**config.mk**
```make
export PLATFORM = sky130hd
export DESIGN_NAME = hazard_ctrl
export DESIGN_NICKNAME = d
export VERILOG_FILES = /design/src/rtl/hazard_ctrl.sv
export SDC_FILE = /design/constraint.sdc
export NUM_CORES = 1
export LEC_CHECK = 0
export CORE_MARGIN = 10
export CORE_UTILIZATION = 43
export CTS_CLUSTER_DIAMETER = 200
export DETAILED_ROUTE_END_ITERATION = 12
export PLACE_DENSITY = 0.74
export REMOVE_ABC_BUFFERS = 1
export SYNTH_ARGS = -nofsm -noshare
export SYNTH_HDL_FRONTEND = slang
export SYNTH_SLANG_ARGS = --single-unit
```
**constraint.sdc**
```tcl
create_clock -name clk -period 4.9 [get_ports clk]
set_clock_uncertainty 0.15 [all_clocks]
set_input_delay 0.98 -clock clk [delete_from_list [all_inputs] [get_ports clk]]
set_output_delay 0.98 -clock clk [all_outputs]
set_load 0.01 [all_outputs]
```
**src/rtl/hazard_ctrl.sv**
```systemverilog
// ============================================================================
// Module      : hazard_ctrl
// Description : Pipeline hazard and steering controller for the 16-bit
//               five-stage CPU.
//               - Drives PC / IF-DR enables, IF-DR flush and DR->EX bubble.
//               - Drives the EX operand forwarding selects.
//               - Tracks stall/redirect episodes in a small FSM.
//               - Keeps saturating stall/flush event counters for debug.
// Ports       : clk, reset (sync, active-high)
//               dr_*      : decode-stage operand/jump information
//               ex_*      : execute-stage destination, load and branch result
//               mem_*     : memory-stage destination for forwarding
//               wb_*      : write-back-stage destination for forwarding
//               pc_enable, if_enable, flush_if, bubble_ex : pipeline control
//               fwd_a, fwd_b : 00 regfile, 01 MEM alu_res, 10 WB wd3
//               state, stall_cnt, flush_cnt : debug observation
// Revision    : 1.0 - initial release
// ============================================================================
`default_nettype none

module hazard_ctrl #(
    parameter int CNT_W = 16
) (
    input  logic             clk,
    input  logic             reset,
    input  logic [3:0]       dr_ra1,
    input  logic [3:0]       dr_ra2,
    input  logic             dr_use1,
    input  logic             dr_use2,
    input  logic             dr_jmp,
    input  logic [3:0]       ex_wa3,
    input  logic             ex_we3,
    input  logic             ex_read,
    input  logic             ex_branch_taken,
    input  logic [3:0]       mem_wa3,
    input  logic             mem_we3,
    input  logic [3:0]       wb_wa3,
    input  logic             wb_we3,
    output logic             pc_enable,
    output logic             if_enable,
    output logic             flush_if,
    output logic             bubble_ex,
    output logic [1:0]       fwd_a,
    output logic [1:0]       fwd_b,
    output logic [1:0]       state,
    output logic [CNT_W-1:0] stall_cnt,
    output logic [CNT_W-1:0] flush_cnt
);

    typedef enum logic [1:0] {
        ST_RUN   = 2'd0,
        ST_STALL = 2'd1,
        ST_REDIR = 2'd2
    } state_t;

    state_t           state_q, state_d;
    logic [3:0]       ex_ra1_q, ex_ra1_d;
    logic [3:0]       ex_ra2_q, ex_ra2_d;
    logic [CNT_W-1:0] stall_cnt_q, stall_cnt_d;
    logic [CNT_W-1:0] flush_cnt_q, flush_cnt_d;

    logic w_lu;
    logic w_take_stall;

    // Load-use: the loaded register is needed by DR one cycle too early.
    assign w_lu = ex_read && ex_we3 && (ex_wa3 != 4'd0) &&
                  ((dr_use1 && (dr_ra1 == ex_wa3)) ||
                   (dr_use2 && (dr_ra2 == ex_wa3)));

    // A taken branch makes the DR instruction wrong-path, so its stall is void.
    assign w_take_stall = w_lu && !ex_branch_taken;

    // Pipeline control, zero latency from the current inputs.
    always_comb begin
        pc_enable = 1'b1;
        if_enable = 1'b1;
        flush_if  = 1'b0;
        bubble_ex = 1'b0;
        if (reset || ex_branch_taken) begin
            flush_if  = 1'b1;
            bubble_ex = 1'b1;
        end else if (w_lu) begin
            pc_enable = 1'b0;
            if_enable = 1'b0;
            bubble_ex = 1'b1;
        end else if (dr_jmp) begin
            flush_if  = 1'b1;
        end
    end

    // Next-state decisions for the FSM, EX source copies and counters.
    always_comb begin
        if (ex_branch_taken) begin
            state_d = ST_REDIR;
        end else if (w_lu) begin
            state_d = ST_STALL;
        end else begin
            state_d = ST_RUN;
        end

        // A bubble in EX reads nothing, so it must not trigger forwarding.
        ex_ra1_d = bubble_ex ? 4'd0 : dr_ra1;
        ex_ra2_d = bubble_ex ? 4'd0 : dr_ra2;

        stall_cnt_d = stall_cnt_q;
        if (w_take_stall && (stall_cnt_q != {CNT_W{1'b1}})) begin
            stall_cnt_d = stall_cnt_q + CNT_W'(1);
        end

        flush_cnt_d = flush_cnt_q;
        if (flush_if && (flush_cnt_q != {CNT_W{1'b1}})) begin
            flush_cnt_d = flush_cnt_q + CNT_W'(1);
        end
    end

    always_ff @(posedge clk) begin
        if (reset) begin
            state_q     <= ST_RUN;
            ex_ra1_q    <= 4'd0;
            ex_ra2_q    <= 4'd0;
            stall_cnt_q <= '0;
            flush_cnt_q <= '0;
        end else begin
            state_q     <= state_d;
            ex_ra1_q    <= ex_ra1_d;
            ex_ra2_q    <= ex_ra2_d;
            stall_cnt_q <= stall_cnt_d;
            flush_cnt_q <= flush_cnt_d;
        end
    end

    // Forwarding: the youngest producer (MEM) wins over WB; R0 is never forwarded.
    always_comb begin
        fwd_a = 2'b00;
        if (mem_we3 && (mem_wa3 == ex_ra1_q) && (ex_ra1_q != 4'd0)) begin
            fwd_a = 2'b01;
        end else if (wb_we3 && (wb_wa3 == ex_ra1_q) && (ex_ra1_q != 4'd0)) begin
            fwd_a = 2'b10;
        end

        fwd_b = 2'b00;
        if (mem_we3 && (mem_wa3 == ex_ra2_q) && (ex_ra2_q != 4'd0)) begin
            fwd_b = 2'b01;
        end else if (wb_we3 && (wb_wa3 == ex_ra2_q) && (ex_ra2_q != 4'd0)) begin
            fwd_b = 2'b10;
        end
    end

    assign state     = state_q;
    assign stall_cnt = stall_cnt_q;
    assign flush_cnt = flush_cnt_q;

endmodule

`default_nettype wire

```
Yosys cells after proc, flatten, opt, wreduce, memory -nomap -nowiden
Cells that the tools add are included.
- $add $sub $neg: 2
- equality and inequality tests: 8
- mux-type cells: 13
- reduce and logical (&&, ||, !) cells: 24
- operator list (kind ; count):
    16-bit by 1-bit adder with 16-bit output, second input constant ; 2
    16-bit != test, second input constant ; 2
    4-bit equality test ; 6
    1-bit logical AND ; 16
    4-bit nonzero test ; 3
    2-bit 2-to-1 mux ; 5
    1-bit 2-to-1 mux ; 8
    2-bit OR reduction ; 2
    1-bit logical OR ; 2
    1-bit logical NOT ; 1
- register bits after elaboration: 42
- input port bits: 30
- output and inout port bits: 42
- logic and storage cells: 53

Depth between registers and ports, before layout
Gate-level depths: netlist of the first run.
- depth after elaboration: 7
- mapped depth: 8
- depth with buffers taken out: 7

Least setup slack after synthesis of the first run
OpenSTA, ideal clock, no wires.
- kind: in2out
- from: input port ex_wa3[0]
- to: output port pc_enable
- data arrival time: 1961 ps
- required time: 3770 ps
- setup slack: 1809 ps
- stages: 6
- path buffers: 1
- path through: xor2_1 -> nor3_2 -> nand4_1 -> a21boi_0 -> inv_1 -> buf_4
- word-level cells in the longest chain between the ends: 6
- elaborated cells on any way between the ends: 10
- those cells by class: eq/ne: 2; mux: 2; reduce/logical: 6
- RTL lines (item ; line ; source):
    start, declared ; 31 ; input logic [3:0] ex_wa3,
    4-bit equality test, on equally long branches ; 67, 68 ;
    1-bit logical AND, on equally long branches ; 67, 68 ;
    1-bit logical OR ; 67 ; ((dr_use1 && (dr_ra1 == ex_wa3)) ||
    1-bit logical AND (*) ; 66 ; assign w_lu = ex_read && ex_we3 && (ex_wa3 != 4'd0) &&
    1-bit 2-to-1 mux (*) (2 in series) ; -- ;
    end, declared ; 39 ; output logic pc_enable,
Mark *: on every way between the ends. The rest lies on a longest branch, timed or not.

Final worst setup path of the first run
- from: input port ex_wa3[0]
- to: output port flush_if
- word-level cells in the longest chain between the ends: 6
- elaborated cells on any way between the ends: 10
- those cells by class: eq/ne: 2; mux: 2; reduce/logical: 6
- RTL lines (item ; line ; source):
    4-bit equality test, on equally long branches ; 67, 68 ;
    1-bit logical AND, on equally long branches ; 67, 68 ;
    1-bit logical OR ; 67 ;
    1-bit logical AND (*) ; 66 ;
    1-bit 2-to-1 mux (*) ; 82 ; end else if (w_lu) begin
    1-bit 2-to-1 mux (*) ; 79 ; if (reset || ex_branch_taken) begin
    end, declared ; 41 ; output logic flush_if,
Marked as above.

==> run metrics, run 1 <==
gr busiest metal=met2; nets=379; setup TNS=0 ps; wire per inst=15.3 µm; Hold Buf Count CTS=0; nature of the critical path startpoint=input pin; Initial DRT Pass Iterations=4; Hold Vio Cnt, Final=0; final RePlAce weighted congestion=0.837; Filler cells=477; layout cells sized above 1=a little under a tenth; Synth async-reset ratio=0%; Critical Path AT=between 3000 and 4000 ps; status=complete, no violations; Max-Cap Viols=0; CTS H-tree depth=2; area of the core=about 5200 µm²; met2 GRT Util=25.5%; Final min period=4170 ps; total track usage=14.7%; Die Width=between 90 and 100 µm; GR Layer Usage met1=about 17%; fmax=240 MHz; GR Overflow Total=0; Setup CP Type=in2out; largest net degree at the start of global routing=43; EDFF count, synth=0; vias=between 2000 and 2500; YS warnings=0; CTS buffer count=5; clock-pin slew on the worst setup and hold paths=about 80 ps; Synth-to-Final Area Change=36.4%; Syn Std Cell Area=2370 µm²; latest clock arrival within the worst-skew pair=300 ps; Synth Register Bits=42; first-pass GRT wire length=10600 µm; largest area contributor in the netlist=dfxtp_1; Lkg Pwr=1.08 nW; CTS tree=built; reg2reg start=flush_cnt[0]; Routed Antenna Nets=0; worst slew pin tran=683 ps; register area=841 µm²; Yosys top cell area share=between 30% and 40%; DRT iter0 DRCs=93; root buffer cell=clkbuf_8; leading cell types by total area after synthesis=dfxtp_1 (36%), xnor2_1 (5.2%), mux2_2 (4.8%), a21oi_1 (4.4%), nor2_1 (3.3%); Routed WL=6400 µm; worst min path class=reg2reg; number of diodes=0; count of input and output buffers=71; Die Span Y=approximately 94 µm; CP required=3770 ps; sequential-to-total area share from yosys stat=approximately 36%; IO Pins=72; Slew Limit Fails=0; Netlist cell types=49; DPL Wire Length=between 4000 and 5000 µm; Post-CTS Resized=0; Avg Cell Area, Syn=8.48 µm²; Rel. slew slack=roughly 54%; die area=8870 µm²; Hold Path Stages=2; DRC errors left=0; hold path startpoint=stall_cnt[11]; P per Cell Area=222 nW/µm²; vias in the first global route=between 2000 and 2500; Cells after Synth=around 280; reg2reg end=flush_cnt[0]; Worst Hold End=stall_cnt[11]; Post-CTS Setup Bufs=0; Pwr Total=~0.0007 W; peak supply drop=0.152 mV; met3 usage=4.56%; flop2flop setup slack=2390 ps; RSZ-0062 raised after global routing=false; main flop type after synthesis=dfxtp_1; Final Cycle Share=85.1%; Multi-input gate area=1430 µm²; initial antenna violation count=0; initial core utilization=45.5%; row count=26; crit-path max FO=14; vias per inst=5.44; Clock Sinks=42; Clock Path Buffers=2; reg2reg path depth=7; setup violators final=0; type of destination of the critical path=output port
synth_stat cells, types with 2 or more instances:
| cell type | instances |
|---|---|
| dfxtp_1 | 42 |
| a21oi_1 | 21 |
| nor2_1 | 21 |
| nand2_1 | 16 |
| nand3_1 | 14 |
| xnor2_1 | 14 |
| nand4_1 | 11 |
| nor2b_1 | 11 |
| mux2_2 | 10 |
| nor3_1 | 10 |
| a211oi_1 | 9 |
| and2_1 | 9 |
| o31ai_1 | 8 |
| or4_1 | 8 |
| inv_1 | 7 |
| o21ai_0 | 7 |
| xor2_1 | 7 |
| clkbuf_1 | 6 |
| or3_1 | 6 |
| and3_1 | 4 |
| and4_1 | 4 |
| buf_2 | 3 |
| a2111oi_0 | 2 |
| buf_4 | 2 |
| ha_1 | 2 |
| nor3_2 | 2 |
state kept, by name, indices dropped and copies added, names as in the netlist:
signal,flops
state,2
flush_cnt,16
stall_cnt,16
ex_ra2_q,4
ex_ra1_q,4
power by group:
part	switching, W	total, W	internal [W]
logic	0.0000399	0.0000884	0.0000485
clock network	0.000123	0.000273	0.000150
registers	0.00000702	0.000354	0.000347
layout by cell type, fill, tap and decap left out, types with 9 or more instances in the layout:
cell,netlist,layout
nand4_1,11,11
and2_1,9,9
nor3_1,10,10
dfxtp_1,42,42
mux2_2,10,10
nand2_1,16,16
xnor2_1,14,14
nor2_1,21,21
clkdlybuf4s50_1,0,71
nand3_1,14,14
nor2b_1,11,11
a21oi_1,21,21
a211oi_1,9,9
stage by stage:
stage	worst slack [ps]	util [%]	hold WS (ps)	cell area, µm²	cells
final	729	62.0	362	3230	418
after global routing	624	62.0	397	3230	418
after CTS	727	62.0	367	3230	418
after detailed placement	738	59.9	353	3120	410
after global placement	789	59.9	338	3120	410
after floorplan	1920	-	358	2300	266
worst max-delay path by stage:
stage / start / to / slack, ps / depth (start not counted)
after global placement: ex_wa3[0] / flush_if / 790 / 7
final: ex_wa3[0] / flush_if / 730 / 7
after detailed placement: ex_wa3[0] / flush_if / 740 / 7
after global routing: ex_wa3[0] / flush_if / 620 / 7
after floorplan: ex_wa3[0] / flush_if / 1920 / 5
after CTS: ex_wa3[0] / flush_if / 730 / 7
cell families after synthesis:
family                     synth area share, %
buffers and inverters                     3.97
adders and majority gates                 1.06
xor gates and xnor gates                  7.77
and+or+nand+nor                           29.6
muxes                                     5.66
AOI/OAI and AO/OA                         16.4
DFF                                       35.5
routing by layer:
| layer | wire (µm) | part of all wire (%) |
|---|---|---|
| met1 | 2670 | 42 |
| met2 | 3280 | 51 |
| met3 | 375 | 5.9 |
| met4 | 78 | 1.2 |
| met5 | 0 | 0 |
final cells by class:
type / count / share of cell area, %
clock buffer: 5 / 2.13
clock inverter: 3 / 1.24
inverter: 7 / 0.814
multi-input combinational: 217 / 44.3
sequential: 42 / 26.0
tap: 70 / 2.71
timing repair buffer: 74 / 22.7
worst max-delay path, stage by stage:
cell	delay, ps
clkdlybuf4s50_1	460
nor4_1	320
nor2_1	120
nand4_1	180
nand3_2	290
nand2_1	150
clkdlybuf4s50_1	550
Note: power is estimated with default switching activity, not from simulation.
==> run 2: changes to the inputs <==
MAX_ROUTING_LAYER = met4   (was not set)
==> run metrics, run 2 (synthesis gave the netlist of run 1 again) <==
commonest non-fill, non-tap cell in the layout=clkdlybuf4s50_1; die area=8870 µm² (unchanged); latest clock arrival within the worst-skew pair=300 ps (about the same); Final Cycle Share=85.2% (+0.090 points); initial core utilization=45.5% (unchanged); area of the core=5200 µm² (unchanged); clock-pin slew on the worst setup and hold paths=90 ps (about the same); CTS H-tree depth=2 (unchanged); Critical Path AT=3050 ps (about the same); setup TNS=0 ps (unchanged); DRT iter0 DRCs=79 (-15%); Hold Vio Cnt, Final=0 (unchanged); Die Span Y=94.2 µm (unchanged); setup violators final=0 (unchanged); switching pwr=0.000171 W (+0.62%); final RePlAce weighted congestion=0.850 (+1.5%); clock share of power=38.3% (about the same); count of input and output buffers=71 (unchanged); Core Util, Final=62.0% (unchanged); Lkg Pwr=1.08 nW (unchanged); Post-CTS Resized=0 (unchanged); Multi-input gate area=1430 µm² (unchanged); Initial DRT Pass Iterations=4 (unchanged); Clock Sinks=42 (unchanged); CTS tree=built; Routed WL=6400 µm (about the same); Max-Cap Viols=0 (unchanged); switch share=23.9% (+0.11 points); Post-CTS Setup Bufs=0 (unchanged); Rel. slew slack=54.2% (-0.092 points); register area=841 µm² (unchanged); layout cells sized above 1=9.48% (unchanged); RSZ-0062 raised after global routing=false; Clock Path Buffers=2 (unchanged); DRC errors left=0 (unchanged); most frequent cells in the layout=clkdlybuf4s50_1 (71), dfxtp_1 (42), nor2_1 (21), a21oi_1 (21), nand2_1 (16); vias in the first global route=2241 (+0.089%); worst slew pin tran=685 ps (+1.37 ps); row count=26 (unchanged); final instance area=3230 µm² (unchanged); vias=2275 (+0.044%); sequential power share=49.4% (about the same); CP required=3770 ps (about the same); Logic pwr share=12.3% (about the same); GR Overflow Total=0 (unchanged); first-pass GRT wire length=10600 µm (+0.13%); CTS buffer count=5 (unchanged); peak supply drop=0.152 mV (about the same); root buffer cell=clkbuf_8; worst min path class=reg2reg; Internal=0.000545 W (about the same); largest net degree at the start of global routing=43 (unchanged); initial antenna violation count=0 (unchanged); total track usage=15.1% (+0.41 points); cell area after placement=3120 µm² (unchanged); Hold Buf Count CTS=0 (unchanged); Slew Limit Fails=0 (unchanged); vias per inst=5.44 (about the same); fmax=240 MHz (-0.11%); IO Pins=72 (unchanged); Pwr Total=0.000716 W (+0.15%); Routed Antenna Nets=0 (unchanged); Filler cells=477 (unchanged); DPL Wire Length=4910 µm (unchanged); nets=379 (unchanged); crit-path max FO=14 (unchanged); number of diodes=0 (unchanged); wire per inst=15.3 µm (about the same); Die Width=94.2 µm (unchanged); status=complete, no violations; nature of the critical path startpoint=input pin; P per Cell Area=222 nW/µm² (+0.15%); type of destination of the critical path=output port; Final min period=4180 ps (+4.42 ps); Synth-to-Final Area Change=36.4% (unchanged); Setup CP Type=in2out
-- run 2: cell counts in the layout (fill, tap and decap cells not counted) --
No cell type changed its count.
-- run 2: per-stage QoR --
| stage | cells | hold slack (ps) | setup WS, ps |
|---|---|---|---|
| floorplan | 266 | 358 | 1920 |
| global placement | 410 | 338 | 789 |
| detailed placement | 410 | 353 | 738 |
| CTS | 418 | 367 | 727 |
| global route | 418 | 397 | 624 |
| finish | 418 | 362 | 725 |
-- run 2: layer usage --
metal  vias up  wire [µm]  part of all wire (%)  GRT usage (%)
met4         0         78                   1.2           4.94
met3         6        218                   3.4           3.12
met1      1062       2830                    44           17.2
li1       1167          -                     -              -
met5         -          0                     0              -
met2        40       3270                    51           25.6
-- run 2: power by group through the flow --
| stage | clock [W] | sequential (W) | combinational, W |
|---|---|---|---|
| 2_1_floorplan | 0 | 0.000362 | 0.0000367 |
| 3_3_place_gp | 0 | 0.000362 | 0.0000866 |
| 3_5_place_dp | 0 | 0.000362 | 0.0000886 |
| 4_1_cts | 0.000282 | 0.000354 | 0.0000891 |
| 5_1_grt | 0.000294 | 0.000355 | 0.0000974 |
| 6_report | 0.000274 | 0.000354 | 0.0000884 |
-- run 2: layout make-up --
class | count | area share, %
inverters | 7 | 0.814
repair buffers | 74 | 22.7
multi-input cells | 217 | 44.3
clock inverters | 3 | 1.24
well taps | 70 | 2.71
clock buffers | 5 | 2.13
flip-flops and latches | 42 | 26.0
-- run 2: path summary, 6_finish.rpt --
kind / start / to / slack, ps / cells past startpoint
setup reg to reg: flush_cnt[0] / flush_cnt[0] / 2370 / 7
hold reg to reg: stall_cnt[11] / stall_cnt[11] / 360 / 2
hold / removal: stall_cnt[11] / stall_cnt[11] / 360 / 2
setup / recovery: ex_wa3[0] / flush_if / 720 / 7
-- run 2: critical path, stage by stage --
cell and delay, ps:
clkdlybuf4s50_1 460, nor4_1 310, nor2_1 120, nand4_1 180, nand3_2 290, nand2_1 150, clkdlybuf4s50_1 550
==> run 3: changes to the inputs <==
SKIP_CTS_REPAIR_TIMING = 1   (was not set)
SLEW_MARGIN = 20   (was not set)
==> results of run 3 <==
Same layout as run 2: the final DEF is identical, and so are final timing and power.
